===== src/rtl/mac1d_sched_if.sv =====
// Bundles the scheduler's config, request, MAC-operand and result signals.
// Latency: none, wiring only.
// Backpressure: none here; req_valid/req_ready and res_valid/res_ready are the handshakes.
// Ports (signals):
//   cfg_we/cfg_id/cfg_kernel          kernel table write
//   req_valid/req_ready/req_arr       per-requester windows and grants
//   mac_arr/mac_kernel/mac_in_vld     registered operands to the MAC
//   mac_result                        MAC output
//   res_valid/res_ready/res_data/res_id  tagged result stream
//   busy                              any work in flight or queued
// Modports: master = environment side, slave = scheduler side.
interface mac1d_sched_if #(
   parameter int NREQ        = 4,
   parameter int winW        = 3,
   parameter int winDataW    = 8,
   parameter int kernelDataW = 8,
   parameter int outputW     = 18
);
   localparam int IDW = $clog2(NREQ);

   logic                             cfg_we;
   logic [IDW-1:0]                   cfg_id;
   logic [winW*kernelDataW-1:0]      cfg_kernel;
   logic [NREQ-1:0]                  req_valid;
   logic [NREQ-1:0]                  req_ready;
   logic [NREQ*winW*winDataW-1:0]    req_arr;
   logic [winW*winDataW-1:0]         mac_arr;
   logic [winW*kernelDataW-1:0]      mac_kernel;
   logic                             mac_in_vld;
   logic [outputW-1:0]               mac_result;
   logic                             res_valid;
   logic                             res_ready;
   logic [outputW-1:0]               res_data;
   logic [IDW-1:0]                   res_id;
   logic                             busy;

   modport master (
      output cfg_we, cfg_id, cfg_kernel, req_valid, req_arr, mac_result, res_ready,
      input  req_ready, mac_arr, mac_kernel, mac_in_vld, res_valid, res_data, res_id, busy
   );

   modport slave (
      input  cfg_we, cfg_id, cfg_kernel, req_valid, req_arr, mac_result, res_ready,
      output req_ready, mac_arr, mac_kernel, mac_in_vld, res_valid, res_data, res_id, busy
   );
endinterface


===== src/rtl/mac1d_sched.sv =====
// Round-robin scheduler sharing one MAC1D among NREQ window requesters, results tagged by id.
// Latency: MAC_LAT+1 cycles from request handshake to result at the FIFO head.
// Backpressure: grants stop when queued + in-flight results reach RES_DEPTH; res_ready drains the FIFO.
// Ports: clk, rst_n (async active-low); bus = mac1d_sched_if.slave carrying config, requests,
//        MAC operands/result and the result stream (see the interface header).
module mac1d_sched #(
   parameter int NREQ        = 4,
   parameter int winW        = 3,
   parameter int winDataW    = 8,
   parameter int kernelDataW = 8,
   parameter int outputW     = 18,
   parameter int MAC_LAT     = 0,
   parameter int RES_DEPTH   = 4
) (
   input logic           clk,
   input logic           rst_n,
   mac1d_sched_if.slave  bus
);
   localparam int IDW = $clog2(NREQ);
   localparam int WW  = winW * winDataW;
   localparam int KW  = winW * kernelDataW;
   localparam int PW  = $clog2(RES_DEPTH);
   localparam int CW  = PW + 1;

   typedef struct packed {
      logic           vld;
      logic [IDW-1:0] id;
   } tag_t;

   typedef struct packed {
      logic [outputW-1:0] dat;
      logic [IDW-1:0]     id;
   } res_t;

   logic [KW-1:0]  kern_q [NREQ];
   logic [IDW-1:0] rr_q;
   logic [WW-1:0]  mac_arr_q;
   logic [KW-1:0]  mac_kernel_q;
   logic           mac_vld_q;
   tag_t           tag_q [MAC_LAT+1];
   res_t           mem_q [RES_DEPTH];
   logic [PW-1:0]  wr_ptr_q;
   logic [PW-1:0]  rd_ptr_q;
   logic [CW-1:0]  count_q;
   logic [CW-1:0]  inflight_q;
   res_t           last_q;

   logic           credit_ok;
   logic           grant_ok;
   logic [IDW-1:0] grant_id;
   logic [IDW:0]   cand;
   logic           push;
   logic           pop;
   logic           res_vld;
   res_t           push_dat;
   res_t           head;

   assign res_vld  = (count_q != '0);
   assign push     = tag_q[MAC_LAT].vld;
   assign pop      = res_vld & bus.res_ready;
   assign push_dat = '{dat: bus.mac_result, id: tag_q[MAC_LAT].id};

   // Credit uses registered occupancy only, so a pop frees a slot one cycle later.
   assign credit_ok = ({1'b0, count_q} + {1'b0, inflight_q}) < (CW+1)'(RES_DEPTH);

   // Round-robin search starting at rr_q. Gated by rst_n so no grant is shown while in reset.
   always_comb begin
      grant_ok = 1'b0;
      grant_id = '0;
      cand     = '0;
      if (rst_n && credit_ok) begin
         for (int o = 0; o < NREQ; o++) begin
            cand = {1'b0, rr_q} + (IDW+1)'(o);
            if (cand >= (IDW+1)'(NREQ)) cand = cand - (IDW+1)'(NREQ);
            if (!grant_ok && bus.req_valid[cand[IDW-1:0]]) begin
               grant_ok = 1'b1;
               grant_id = cand[IDW-1:0];
            end
         end
      end
   end

   always_ff @(posedge clk or negedge rst_n) begin
      if (!rst_n) begin
         for (int i = 0; i < NREQ; i++) kern_q[i] <= '0;
         for (int s = 0; s <= MAC_LAT; s++) tag_q[s] <= '0;
         rr_q         <= '0;
         mac_arr_q    <= '0;
         mac_kernel_q <= '0;
         mac_vld_q    <= 1'b0;
         wr_ptr_q     <= '0;
         rd_ptr_q     <= '0;
         count_q      <= '0;
         inflight_q   <= '0;
         last_q       <= '0;
      end else begin
         // Issue reads kern_q before this write lands, so a same-cycle update affects only later issues.
         if (bus.cfg_we) kern_q[bus.cfg_id] <= bus.cfg_kernel;

         tag_q[0] <= '{vld: grant_ok, id: grant_id};
         for (int s = 1; s <= MAC_LAT; s++) tag_q[s] <= tag_q[s-1];

         mac_vld_q <= grant_ok;
         if (grant_ok) begin
            mac_arr_q    <= bus.req_arr[grant_id*WW +: WW];
            mac_kernel_q <= kern_q[grant_id];
            rr_q         <= (grant_id == IDW'(NREQ-1)) ? '0 : grant_id + IDW'(1);
         end

         if (push) wr_ptr_q <= wr_ptr_q + PW'(1);
         if (pop) begin
            rd_ptr_q <= rd_ptr_q + PW'(1);
            last_q   <= mem_q[rd_ptr_q];
         end

         case ({push, pop})
            2'b10:   count_q <= count_q + CW'(1);
            2'b01:   count_q <= count_q - CW'(1);
            default: count_q <= count_q;
         endcase

         case ({grant_ok, push})
            2'b10:   inflight_q <= inflight_q + CW'(1);
            2'b01:   inflight_q <= inflight_q - CW'(1);
            default: inflight_q <= inflight_q;
         endcase
      end
   end

   // Storage needs no reset: nothing is read from it unless count_q says the entry is live.
   always_ff @(posedge clk) begin
      if (push) mem_q[wr_ptr_q] <= push_dat;
   end

   // When empty the last popped entry is shown so res_data/res_id hold steady.
   assign head = res_vld ? mem_q[rd_ptr_q] : last_q;

   assign bus.req_ready  = grant_ok ? (NREQ'(1) << grant_id) : '0;
   assign bus.mac_arr    = mac_arr_q;
   assign bus.mac_kernel = mac_kernel_q;
   assign bus.mac_in_vld = mac_vld_q;
   assign bus.res_valid  = res_vld;
   assign bus.res_data   = head.dat;
   assign bus.res_id     = head.id;
   assign bus.busy       = (inflight_q != '0) | (count_q != '0);
endmodule


===== src/flat_wrapper.sv =====
// flat-port wrapper written by rule: the top's interface ports become plain ports
module mac1d_sched_flat 
#(
   parameter int NREQ        = 4,
   parameter int winW        = 3,
   parameter int winDataW    = 8,
   parameter int kernelDataW = 8,
   parameter int outputW     = 18,
   parameter int MAC_LAT     = 0,
   parameter int RES_DEPTH   = 4
)
  (clk, rst_n, bus_cfg_we, bus_cfg_id, bus_cfg_kernel, bus_req_valid, bus_req_arr, bus_mac_result, bus_res_ready, bus_req_ready, bus_mac_arr, bus_mac_kernel, bus_mac_in_vld, bus_res_valid, bus_res_data, bus_res_id, bus_busy);
  mac1d_sched_if #(.NREQ(NREQ), .winW(winW), .winDataW(winDataW), .kernelDataW(kernelDataW), .outputW(outputW)) bus_i ();
  input logic clk;
  input logic rst_n;
  input wire logic [$bits(bus_i.cfg_we)-1:0] bus_cfg_we;
  input wire logic [$bits(bus_i.cfg_id)-1:0] bus_cfg_id;
  input wire logic [$bits(bus_i.cfg_kernel)-1:0] bus_cfg_kernel;
  input wire logic [$bits(bus_i.req_valid)-1:0] bus_req_valid;
  input wire logic [$bits(bus_i.req_arr)-1:0] bus_req_arr;
  input wire logic [$bits(bus_i.mac_result)-1:0] bus_mac_result;
  input wire logic [$bits(bus_i.res_ready)-1:0] bus_res_ready;
  output wire logic [$bits(bus_i.req_ready)-1:0] bus_req_ready;
  output wire logic [$bits(bus_i.mac_arr)-1:0] bus_mac_arr;
  output wire logic [$bits(bus_i.mac_kernel)-1:0] bus_mac_kernel;
  output wire logic [$bits(bus_i.mac_in_vld)-1:0] bus_mac_in_vld;
  output wire logic [$bits(bus_i.res_valid)-1:0] bus_res_valid;
  output wire logic [$bits(bus_i.res_data)-1:0] bus_res_data;
  output wire logic [$bits(bus_i.res_id)-1:0] bus_res_id;
  output wire logic [$bits(bus_i.busy)-1:0] bus_busy;
  assign bus_i.cfg_we = bus_cfg_we;
  assign bus_i.cfg_id = bus_cfg_id;
  assign bus_i.cfg_kernel = bus_cfg_kernel;
  assign bus_i.req_valid = bus_req_valid;
  assign bus_i.req_arr = bus_req_arr;
  assign bus_i.mac_result = bus_mac_result;
  assign bus_i.res_ready = bus_res_ready;
  assign bus_req_ready = bus_i.req_ready;
  assign bus_mac_arr = bus_i.mac_arr;
  assign bus_mac_kernel = bus_i.mac_kernel;
  assign bus_mac_in_vld = bus_i.mac_in_vld;
  assign bus_res_valid = bus_i.res_valid;
  assign bus_res_data = bus_i.res_data;
  assign bus_res_id = bus_i.res_id;
  assign bus_busy = bus_i.busy;
  mac1d_sched #(.NREQ(NREQ), .winW(winW), .winDataW(winDataW), .kernelDataW(kernelDataW), .outputW(outputW), .MAC_LAT(MAC_LAT), .RES_DEPTH(RES_DEPTH)) u_core (.clk(clk), .rst_n(rst_n), .bus(bus_i));
endmodule

===== config.mk =====
export PLATFORM = sky130hd
export DESIGN_NAME = mac1d_sched_flat
export DESIGN_NICKNAME = d
export VERILOG_FILES = /design/src/rtl/mac1d_sched_if.sv /design/src/rtl/mac1d_sched.sv /design/src/flat_wrapper.sv
export SDC_FILE = /design/constraint.sdc
export NUM_CORES = 1
export LEC_CHECK = 0
export ABC_CLOCK_PERIOD_IN_PS = 3400
export BUFFER_PORTS_ARGS = -buffer_cell sky130_fd_sc_hd__buf_2
export CAP_MARGIN = 20
export CORE_MARGIN = 10
export CORE_UTILIZATION = 53
export CTS_CLUSTER_DIAMETER = 120
export DETAILED_ROUTE_END_ITERATION = 8
export GPL_ROUTABILITY_DRIVEN = 0
export HOLD_SLACK_MARGIN = 0.06
export PLACE_DENSITY = 0.78
export SKIP_CTS_REPAIR_TIMING = 1
export SLEW_MARGIN = 20
export SYNTH_ARGS = -nofsm -noshare
export SYNTH_HDL_FRONTEND = slang
export SYNTH_SLANG_ARGS = --single-unit

===== constraint.sdc =====
create_clock -name clk -period 3.4 [get_ports clk]
set_input_delay 0.34 -clock clk [delete_from_list [all_inputs] [get_ports clk]]
set_output_delay 0.34 -clock clk [all_outputs]
set_load 0.1 [all_outputs]

==> results of run 1 <==
metal layers:
layer / wire (µm) / global-route usage, %
met1: 11300 / 23.9
met2: 13600 / 32.0
met3: 1760 / 4.19
met4: 442 / 4.28
met5: 21 / 0
stage by stage:
stage               setup WS, ns  instance area [µm²]
finish                     0.208                13900
global route              0.0458                13900
CTS                      -0.0727                13700
detailed placement         0.483                12700
global placement           0.558                12700
floorplan                  0.298                11300
synth_stat cells, drive strengths merged:
library cell  number
nor4b              1
nor3b              1
xor2               5
o221ai            48
nor2               3
mux4              20
nand4b             1
mux2             117
mux2i             98
a211o              1
ha                12
nand3              2
inv               13
and2               9
buf               18
o21a               1
or3                1
o21ai              2
or4                2
fa                 2
a21oi              1
o211ai             1
xnor2              4
clkbuf            27
nand2            115
o31ai              1
dfrtp            179
nand3b             3
o311a              1
nor2b              1
nand4bb            2
edfxtp            80
nand2b             2
flip-flops by register name, indices dropped and copies added, names as in the netlist:
name and flops:
u_core.wr_ptr_q 2, u_core.kern_q 96, u_core.inflight_q 3, u_core.bus.mac_arr 24
u_core.last_q 20, u_core.bus.mac_in_vld 1, u_core.rd_ptr_q 2, u_core.rr_q 2
u_core.push_dat 2, u_core.mem_q 80, u_core.count_q 3, u_core.bus.mac_kernel 24
cell usage in the layout, fill, tap and decap left out, types with 3 or more instances in the layout:
master,instances
mux2i_1,98
dlygate4sd3_1,19
xor2_1,5
buf_2,219
clkinv_2,6
ha_1,12
and2_1,7
mux2_2,117
edfxtp_1,80
nor2_1,3
clkbuf_8,6
buf_12,5
clkbuf_16,28
nand2_1,113
nand3b_1,3
dfrtp_1,179
clkinvlp_4,3
bufinv_16,3
buf_4,16
o221ai_1,48
xnor2_1,4
inv_1,12
mux4_2,20
clkbuf_1,3
worst paths after layout:
path	start	endpoint	slack (ns)	cells past startpoint
max	u_core.rr_q[1]	bus_req_ready[0]	0.21	7
min	bus_cfg_kernel[18]	u_core.kern_q[90]	0.08	2
max reg2reg	u_core.inflight_q[1]	u_core.inflight_q[2]	0.60	11
min reg2reg	u_core.last_q[2]	u_core.last_q[2]	0.47	2
max in group asynchronous	rst_n	u_core.kern_q[54]	1.40	4
min in group asynchronous	rst_n	u_core.last_q[12]	0.55	3
power by group through the flow:
stage	sequential, W	combinational (W)	clock (W)
final	0.00457	0.00746	0.00305
after global routing	0.00466	0.00788	0.00324
after CTS	0.00456	0.00748	0.00311
after detailed placement	0.00461	0.00745	0
after global placement	0.00457	0.00735	0
after floorplan	0.00658	0.00404	0
kinds of logic after synthesis:
logic type | Yosys count | synth area share (%)
flip-flops | 259 | 61.0
XOR/XNOR | 9 | 0.698
AO/OA/AOI/OAI | 56 | 4.22
buffers and inverters | 58 | 2.48
multiplexers | 235 | 24.4
AND/OR/NAND/NOR | 143 | 5.59
adder cells (fa/ha/maj) | 14 | 1.68
layout make-up:
type / count / area, µm² / share of cell area [%]
clock buffer: 37 / 795 / 5.72
tap: 275 / 344 / 2.48
sequential: 259 / 6880 / 49.5
antenna: 1 / 2.50 / 0.0180
timing repair buffer: 261 / 1530 / 11.0
inverter: 13 / 51.3 / 0.369
clock inverter: 13 / 151 / 1.09
multi-input combinational: 457 / 4140 / 29.8
==> summary.md, run 1 <==
| Metric | Value |
|---|---|
| Status | `finished clean` |
| DP HPWL | `17800 µm` |
| First-pass GRT wire length | `42500 µm` |
| Max Cap Viol | `0` |
| Remaining antenna violation count | `0` |
| YS warnings | `0` |
| Fin cells | `1316` |
| Layout net count | `1181` |
| CTS tree | `built` |
| Residual DRC | `0` |
| Top-level I/O count | `223` |
| Synth top area share | `39.7%` |
| Most area-hungry cell type in the Yosys netlist | `dfrtp_1` |
| Cell Pwr Density | `1090 nW/µm²` |
| Pin count of the biggest net entering global routing | `69` |
| Net count after synthesis | `936` |
| Core area | `21000 µm²` |
| Clock Power Share | `20.2%` |
| CP bufs+invs | `2` |
| Layout cells sized above 1 | `41.6%` |
| Worst-path maximum fanout | `34` |
| Pre-antenna DRT Iters | `4` |
| Comb pwr share | `49.5%` |
| Syn-to-layout area delta | `23.1%` |
| Final Hold Fails | `0` |
| CTS root buf | `clkbuf_16` |
| First DRT Iteration DRCs | `412` |
| Final setup fails | `0` |
| Slowest library cell on the worst path | `dfrtp_1` |
| Max-slew violation count | `0` |
| Synth Instances | `774` |
| Seq cells post-synth | `259` |
| Largest cells by area after synthesis | `dfrtp_1 (40%), edfxtp_1 (21%), mux2_2 (12%)` |
| Min cycle time layout | `3.19 ns` |
| Hold Slack | `0.0788 ns` |
| Die footprint | `27500 µm²` |
| CP required | `3.06 ns` |
| Startpoint types | `register` |
| Gr ovfl total | `0` |
| Cells after DPL | `1244` |
| Achievable frequency | `313 MHz` |
| Clk sink count | `259` |
| Worst rel slew slack | `24.5%` |
| Via density | `5.50` |
| Slew @ Worst Pin | `1.13 ns` |
| Die W | `166 µm` |
| PortBufs | `222` |
| Sequential power share | `30.3%` |
| RSZ-0062 raised after global routing | `false` |
| Clock network latency to the later pin of the worst-skew pair | `0.53 ns` |
| Via count | `7241` |
| Die height | `166 µm` |
| Final Cycle Share | `93.9%` |
| Distinct cells, synth | `40` |
| Clk_skew | `0.0171 ns` |
| Design Power | `0.0151 W` |
| Crit-path leading delay family | `buffers and inverters` |
| Min-Delay Path Class | `primary input to register` |
| Initial antenna violation count | `3` |
| Setup TNS | `0 ns` |
| CP max stage delay | `0.47 ns` |
| Cell-internal power | `0.00784 W` |
| Row count | `53` |
| Global Route Usage Sum | `18.8%` |
| Total CTS buffers | `27` |
| CP Cell Sequence | `nand4bb_1 -> a211o_1 -> o211ai_1 -> buf_6 -> ha_1 -> and2_1 -> buf_2` |
| Critical Path Sink Type | `primary output` |
| Leak | `6.67 nW` |
| Fillers | `1542` |
| Sequential fraction of the synthesis area | `61.0%` |
| Net Sw Frac | `48.0%` |
| Initial Util | `53.9%` |
| # H-tree levels | `1` |
| Cell area after synthesis | `11300 µm²` |
| Worst Path Arrival | `2.85 ns` |
| Max clock buf depth | `3` |
| Post-Route Utilization | `66.3%` |
| Synth Area per Inst | `14.6 µm²` |
| Vias in the first global route | `7574` |
| Wire per inst | `20.6 µm` |
| Switching Power | `0.00724 W` |
| Critical path class | `register to primary output` |
| DRT Wirelength | `27100 µm` |
| Clock transition at the registers of the reported paths | `0.06 ns` |
| Worst VDD drop | `804 µV` |
No activity file was read; power rests on OpenSTA's default activity.
==> run 2, diff against run 1 <==
--- a/config.mk
+++ b/config.mk
@@ -10,11 +10,11 @@
 export CAP_MARGIN = 20
 export CORE_MARGIN = 10
 export CORE_UTILIZATION = 53
-export CTS_CLUSTER_DIAMETER = 120
 export DETAILED_ROUTE_END_ITERATION = 8
 export GPL_ROUTABILITY_DRIVEN = 0
 export HOLD_SLACK_MARGIN = 0.06
 export PLACE_DENSITY = 0.78
+export REMOVE_ABC_BUFFERS = 1
 export SKIP_CTS_REPAIR_TIMING = 1
 export SLEW_MARGIN = 20
 export SYNTH_ARGS = -nofsm -noshare
==> summary.md, run 2 (synthesized netlist as in run 1, its figures left out) <==
| Metric | Value |
|---|---|
| Max FFs per register | `96` |
| R2R setup slack | `0.70 ns` |
| Syn-to-layout area delta | `22.0%` |
| Global Route Usage Sum | `18.1%` |
| Remaining antenna violation count | `0` |
| First-pass GRT wire length | `41500 µm` |
| Achievable frequency | `320 MHz` |
| Wire per inst | `20.0 µm` |
| M1 wire length | `11400 µm` |
| First DRT Iteration DRCs | `527` |
| Min-Delay Path Class | `primary input to register` |
| Final cell area excluding filler cells | `13800 µm²` |
| Layout net count | `1177` |
| Die W | `166 µm` |
| CP required | `3.06 ns` |
| Startpoint types | `register` |
| Final Hold Fails | `0` |
| Max clock buf depth | `3` |
| Gr ovfl total | `0` |
| Via count | `7257` |
| Setup TNS | `0 ns` |
| Clock network latency to the later pin of the worst-skew pair | `0.52 ns` |
| Die height | `166 µm` |
| Vias in the first global route | `7721` |
| Die footprint | `27500 µm²` |
| ANT cells | `0` |
| Area after DPL | `12700 µm²` |
| FF-to-FF path depth | `9` |
| Initial antenna violation count | `0` |
| Initial Util | `53.9%` |
| Clk sink count | `259` |
| Worst rel slew slack | `30.1%` |
| RSZ-0062 raised after global routing | `false` |
| Status | `finished clean` |
| Worst Path Arrival | `2.78 ns` |
| Critical path class | `register to primary output` |
| Post-Route Utilization | `65.7%` |
| Pre-antenna DRT Iters | `4` |
| DR top layer | `met4` |
| Footprint of the multi-input gates | `4140 µm²` |
| DR WL met2 | `12900 µm` |
| Pin count of the biggest net entering global routing | `180` |
| Pre-CTS setup slack | `0.668 ns` |
| Hold EP | `u_core.kern_q[70]` |
| Slew @ Worst Pin | `1.05 ns` |
| DP HPWL | `16700 µm` |
| Layout cells sized above 1 | `40.7%` |
| Critical Path Sink Type | `primary output` |
| Commonest non-fill, non-tap cells in the layout | `buf_2 (219), dfrtp_1 (179), mux2_2 (117), nand2_1 (113), mux2i_1 (98)` |
| R2r startpoint | `u_core.count_q[0]` |
| Core area | `21000 µm²` |
| FF+latch area | `6880 µm²` |
| Met3 Routed Length | `1510 µm` |
| Hold Path Stages | `2` |
| # H-tree levels | `1` |
| Worst R2R End | `u_core.count_q[2]` |
| Biggest register | `u_core.kern_q` |
| CTS tree | `built` |
| Critical Path Source | `u_core.inflight_q[2]` |
| CTS root buf | `clkbuf_16` |
| DRT Wirelength | `26200 µm` |
| Residual DRC | `0` |
| Max Cap Viol | `0` |
| Final worst slack | `0.279 ns` |
| Worst-path maximum fanout | `9` |
| Row count | `53` |
| Final Cycle Share | `91.8%` |
| Via density | `5.54` |
| Min cycle time layout | `3.12 ns` |
| PortBufs | `222` |
| Clk_skew | `0.00983 ns` |
| Hold_sp | `bus_cfg_kernel[22]` |
| Commonest non-fill, non-tap cell in the layout | `buf_2` |
| Final setup fails | `0` |
| Max-slew violation count | `0` |
| Biggest regs | `u_core.kern_q (96), u_core.mem_q (80)` |
| Top-level I/O count | `223` |
| Total CTS buffers | `27` |
| Clock transition at the registers of the reported paths | `0.06 ns` |
| Fillers | `1536` |
[run 2: worst max-delay path by stage]
stage                        endpoint  depth (start not counted)
floorplan            bus_req_ready[0]                          8
global placement     bus_req_ready[0]                          9
detailed placement  u_core.count_q[2]                          9
CTS                  bus_req_ready[0]                          9
global route         bus_req_ready[2]                          9
finish               bus_req_ready[2]                          9
[run 2: stage by stage]
stage | cells | hold WS (ns)
after floorplan | 729 | 0.0444
after global placement | 1240 | 0.453
after detailed placement | 1240 | 0.458
after CTS | 1289 | 0.0133
after global routing | 1310 | 0.0848
final | 1310 | 0.0889
[run 2: layout make-up]
type,instances,share of cell area (%)
sequential,259,50.0
inverter,13,0.373
clock inverter,9,0.364
tap,275,2.50
clock buffer,40,5.77
multi-input combinational,457,30.1
timing repair buffer,257,11.0
[run 2: routing by layer]
layer	GRT usage, %	vias up
li1	-	3347
met1	23.8	3636
met2	30.4	235
met3	3.67	39
met4	3.85	0
met5	0	-
[run 2: worst max-delay path: stages (launching register included)]
cell	delay [ns]
dfrtp_1	0.40
ha_1	0.30
nor4b_1	0.26
and2_1	0.23
o211ai_1	0.10
buf_4	0.19
inv_1	0.12
ha_1	0.14
and2_1	0.10
buf_2	0.42
Power of run 2 is not shown: default switching activity piles up to over one toggle a cycle in this logic, so the estimate is an artifact.
==> run 3, diff against run 2 <==
--- a/config.mk
+++ b/config.mk
@@ -5,15 +5,16 @@
 export SDC_FILE = /design/constraint.sdc
 export NUM_CORES = 1
 export LEC_CHECK = 0
+export ABC_AREA = 1
 export ABC_CLOCK_PERIOD_IN_PS = 3400
-export BUFFER_PORTS_ARGS = -buffer_cell sky130_fd_sc_hd__buf_2
 export CAP_MARGIN = 20
 export CORE_MARGIN = 10
 export CORE_UTILIZATION = 53
 export DETAILED_ROUTE_END_ITERATION = 8
+export DONT_BUFFER_PORTS = 1
 export GPL_ROUTABILITY_DRIVEN = 0
 export HOLD_SLACK_MARGIN = 0.06
-export PLACE_DENSITY = 0.78
+export PLACE_DENSITY = 0.69
 export REMOVE_ABC_BUFFERS = 1
 export SKIP_CTS_REPAIR_TIMING = 1
 export SLEW_MARGIN = 20
==> summary.md, run 3 <==
| Metric | Value |
|---|---|
| CP max stage delay | `0.41 ns` |
| Critical Path Sink Type | `primary output` |
| Cell area after synthesis | `11900 µm²` |
| Commonest non-fill, non-tap cell in the layout | `nand2_1` |
| # H-tree levels | `1` |
| Slew @ Worst Pin | `1.10 ns` |
| DR WL met2 | `14700 µm` |
| DP HPWL | `18500 µm` |
| Synth top area share | `37.8%` |
| Startpoint types | `register` |
| Cell Pwr Density | `1130 nW/µm²` |
| Pre-antenna DRT Iters | `6` |
| PortBufs | `0` |
| DR top layer | `met4` |
| Largest cells by area after synthesis | `dfrtp_1 (38%), edfxtp_1 (20%), nand2_1 (14%)` |
| Pre-CTS setup slack | `0.670 ns` |
| Via count | `9403` |
| Final worst slack | `0.189 ns` |
| Die footprint | `28800 µm²` |
| Core area | `21900 µm²` |
| Final setup fails | `0` |
| Failing checks | `hold timing` |
| Worst R2R End | `u_core.bus.mac_arr[1]` |
| Max clock buf depth | `3` |
| Synth Instances | `1328` |
| Synth Area per Inst | `8.93 µm²` |
| M1 wire length | `12500 µm` |
| Seq cells post-synth | `259` |
| Distinct cells, synth | `28` |
| Commonest non-fill, non-tap cells in the layout | `nand2_1 (435), nand3_1 (251), dfrtp_1 (178), o21ai_0 (123), edfxtp_1 (80)` |
| Worst rel slew slack | `26.9%` |
| Die W | `170 µm` |
| Residual DRC | `0` |
| Vias in the first global route | `9000` |
| Clock network latency to the later pin of the worst-skew pair | `0.53 ns` |
| Row count | `54` |
| CTS tree | `built` |
| Layout net count | `1516` |
| Worst-path maximum fanout | `24` |
| Top-count cell post-synth | `nand2_1` |
| Hold Slack | `-0.490 ns` |
| Max Cap Viol | `0` |
| Worst Path Arrival | `2.87 ns` |
| Clk sink count | `259` |
| FF-to-FF path depth | `12` |
| Post-synth EDFFs | `80` |
| Critical path class | `register to primary output` |
| Slowest library cell on the worst path | `dfrtp_1` |
| Clock transition at the registers of the reported paths | `0.06 ns` |
| Total CTS buffers | `27` |
| Final cell area excluding filler cells | `13700 µm²` |
| Commonest cells in the netlist | `nand2_1 (435), nand3_1 (251), dfrtp_1 (179), o21ai_0 (143), edfxtp_1 (80)` |
| Biggest regs | `u_core.kern_q (96), u_core.mem_q (80)` |
| First DRT Iteration DRCs | `1001` |
| Achievable frequency | `311 MHz` |
| Ys async rst share | `69.1%` |
| Global Route Usage Sum | `20.0%` |
| CP Cell Sequence | `ha_1 -> nor2_1 -> nand3b_1 -> a31oi_2 -> nand2_4 -> inv_4 -> nand2_4 -> inv_1 -> ha_1 -> inv_1 -> nor2_2 -> buf_12` |
| Min cycle time layout | `3.21 ns` |
| Initial antenna violation count | `1` |
| Wire per inst | `18.2 µm` |
| Pin count of the biggest net entering global routing | `181` |
| RSZ-0062 raised after global routing | `false` |
| Die height | `170 µm` |
| Max FFs per register | `96` |
| Gr ovfl total | `0` |
| Remaining antenna violation count | `0` |
| R2r startpoint | `u_core.rr_q[0]` |
| Min-Delay Path Class | `primary input to async pin` |
| First-pass GRT wire length | `47800 µm` |
| YS warnings | `0` |
| Layout cells sized above 1 | `9.45%` |
| Most area-hungry cell type in the Yosys netlist | `dfrtp_1` |
| Clk_skew | `0.0112 ns` |
| DRT Wirelength | `30100 µm` |
| Syn-to-layout area delta | `15.2%` |
| Area after DPL | `12300 µm²` |
| Via density | `5.67` |
| Worst VDD drop | `942 µV` |
| Biggest register | `u_core.kern_q` |
| Final Hold Fails | `179` |
| R2R setup slack | `0.71 ns` |
| Final Cycle Share | `94.4%` |
| Met3 Routed Length | `2300 µm` |
| Leak | `6.15 nW` |
| CP required | `3.06 ns` |
| Status | `complete, but fails checks` |
| Top-level I/O count | `223` |
| Initial Util | `54.2%` |
| Max-slew violation count | `0` |
| Predominant post-synthesis flop cell | `dfrtp_1` |
| CTS root buf | `clkbuf_16` |
| Sequential fraction of the synthesis area | `58.0%` |
==> run 3: changes by cell type in the layout (fill, tap and decap cells not counted), moves of 22 or more <==
| cell | previous run | this run |
|---|---|---|
| nand3_1 | 1 | 251 |
| mux2_2 | 117 | 0 |
| buf_2 | 219 | 0 |
| buf_4 | 12 | 39 |
| inv_1 | 12 | 54 |
| dlygate4sd3_1 | 19 | 46 |
| o221ai_1 | 48 | 0 |
| nand2_1 | 113 | 435 |
| mux2i_1 | 98 | 0 |
| a21oi_1 | 1 | 23 |
| o21ai_0 | 2 | 123 |
==> run 3: final cells by class <==
class                   count  area (µm²)
flip-flops and latches    259        6880
diodes                      3        7.51
fillers                  1855        8240
clock inverters            13         138
multi-input cells         915        4400
repair buffers             91         873
inverters                  60         230
clock buffers              37         774
well taps                 280         350
==> run 3: per-stage QoR <==
step | setup TNS, ns | power [W] | util (%) | std cells
detailed placement | 0 | 0.0125 | 56.0 | 1559
global route | 0 | 0.0163 | 62.3 | 1655
floorplan | -94.27 | 0.0106 | - | 1234
finish | 0 | 0.0154 | 62.4 | 1658
CTS | 0 | 0.0155 | 60.2 | 1609
global placement | 0 | 0.0124 | 56.0 | 1559
==> run 3: routing by layer <==
metal,global-route usage [%],vias to the layer above
met5,0,-
met4,5.97,0
met3,5.97,57
met2,32.5,319
met1,25.3,4515
li1,-,4512
==> run 3: logic make-up after synthesis <==
logic type      synth area share (%)
simple gates                    25.4
flops                           58.0
compound gates                  8.75
buf+inv                         5.73
fa+ha+maj                       1.60
xor+xnor                       0.443
==> run 3: report_power, final <==
group          internal [W]  switching (W)
Combinational       0.00160        0.00460
Clock               0.00176        0.00122
Sequential          0.00397        0.00227
Total               0.00733        0.00809
==> run 3: worst max-delay path, delay by kind of cell, from the launching register on <==
family / cells / cell delay (ns)
compound gates: 1 / 0.24
flops: 1 / 0.41
buf+inv: 4 / 0.55
fa+ha+maj: 2 / 0.50
simple gates: 5 / 0.64
==> run 3: how the worst max path moves through the flow <==
stage,depth (start not counted),startpoint,endpoint,slack [ns]
floorplan,11,u_core.count_q[2],bus_req_ready[1],-2.13
global placement,12,u_core.count_q[2],bus_req_ready[3],0.68
detailed placement,12,u_core.count_q[2],bus_req_ready[3],0.67
CTS,12,u_core.count_q[2],bus_req_ready[3],0.1
global route,12,u_core.count_q[2],bus_req_ready[3],0.02
finish,12,u_core.count_q[2],bus_req_ready[3],0.19
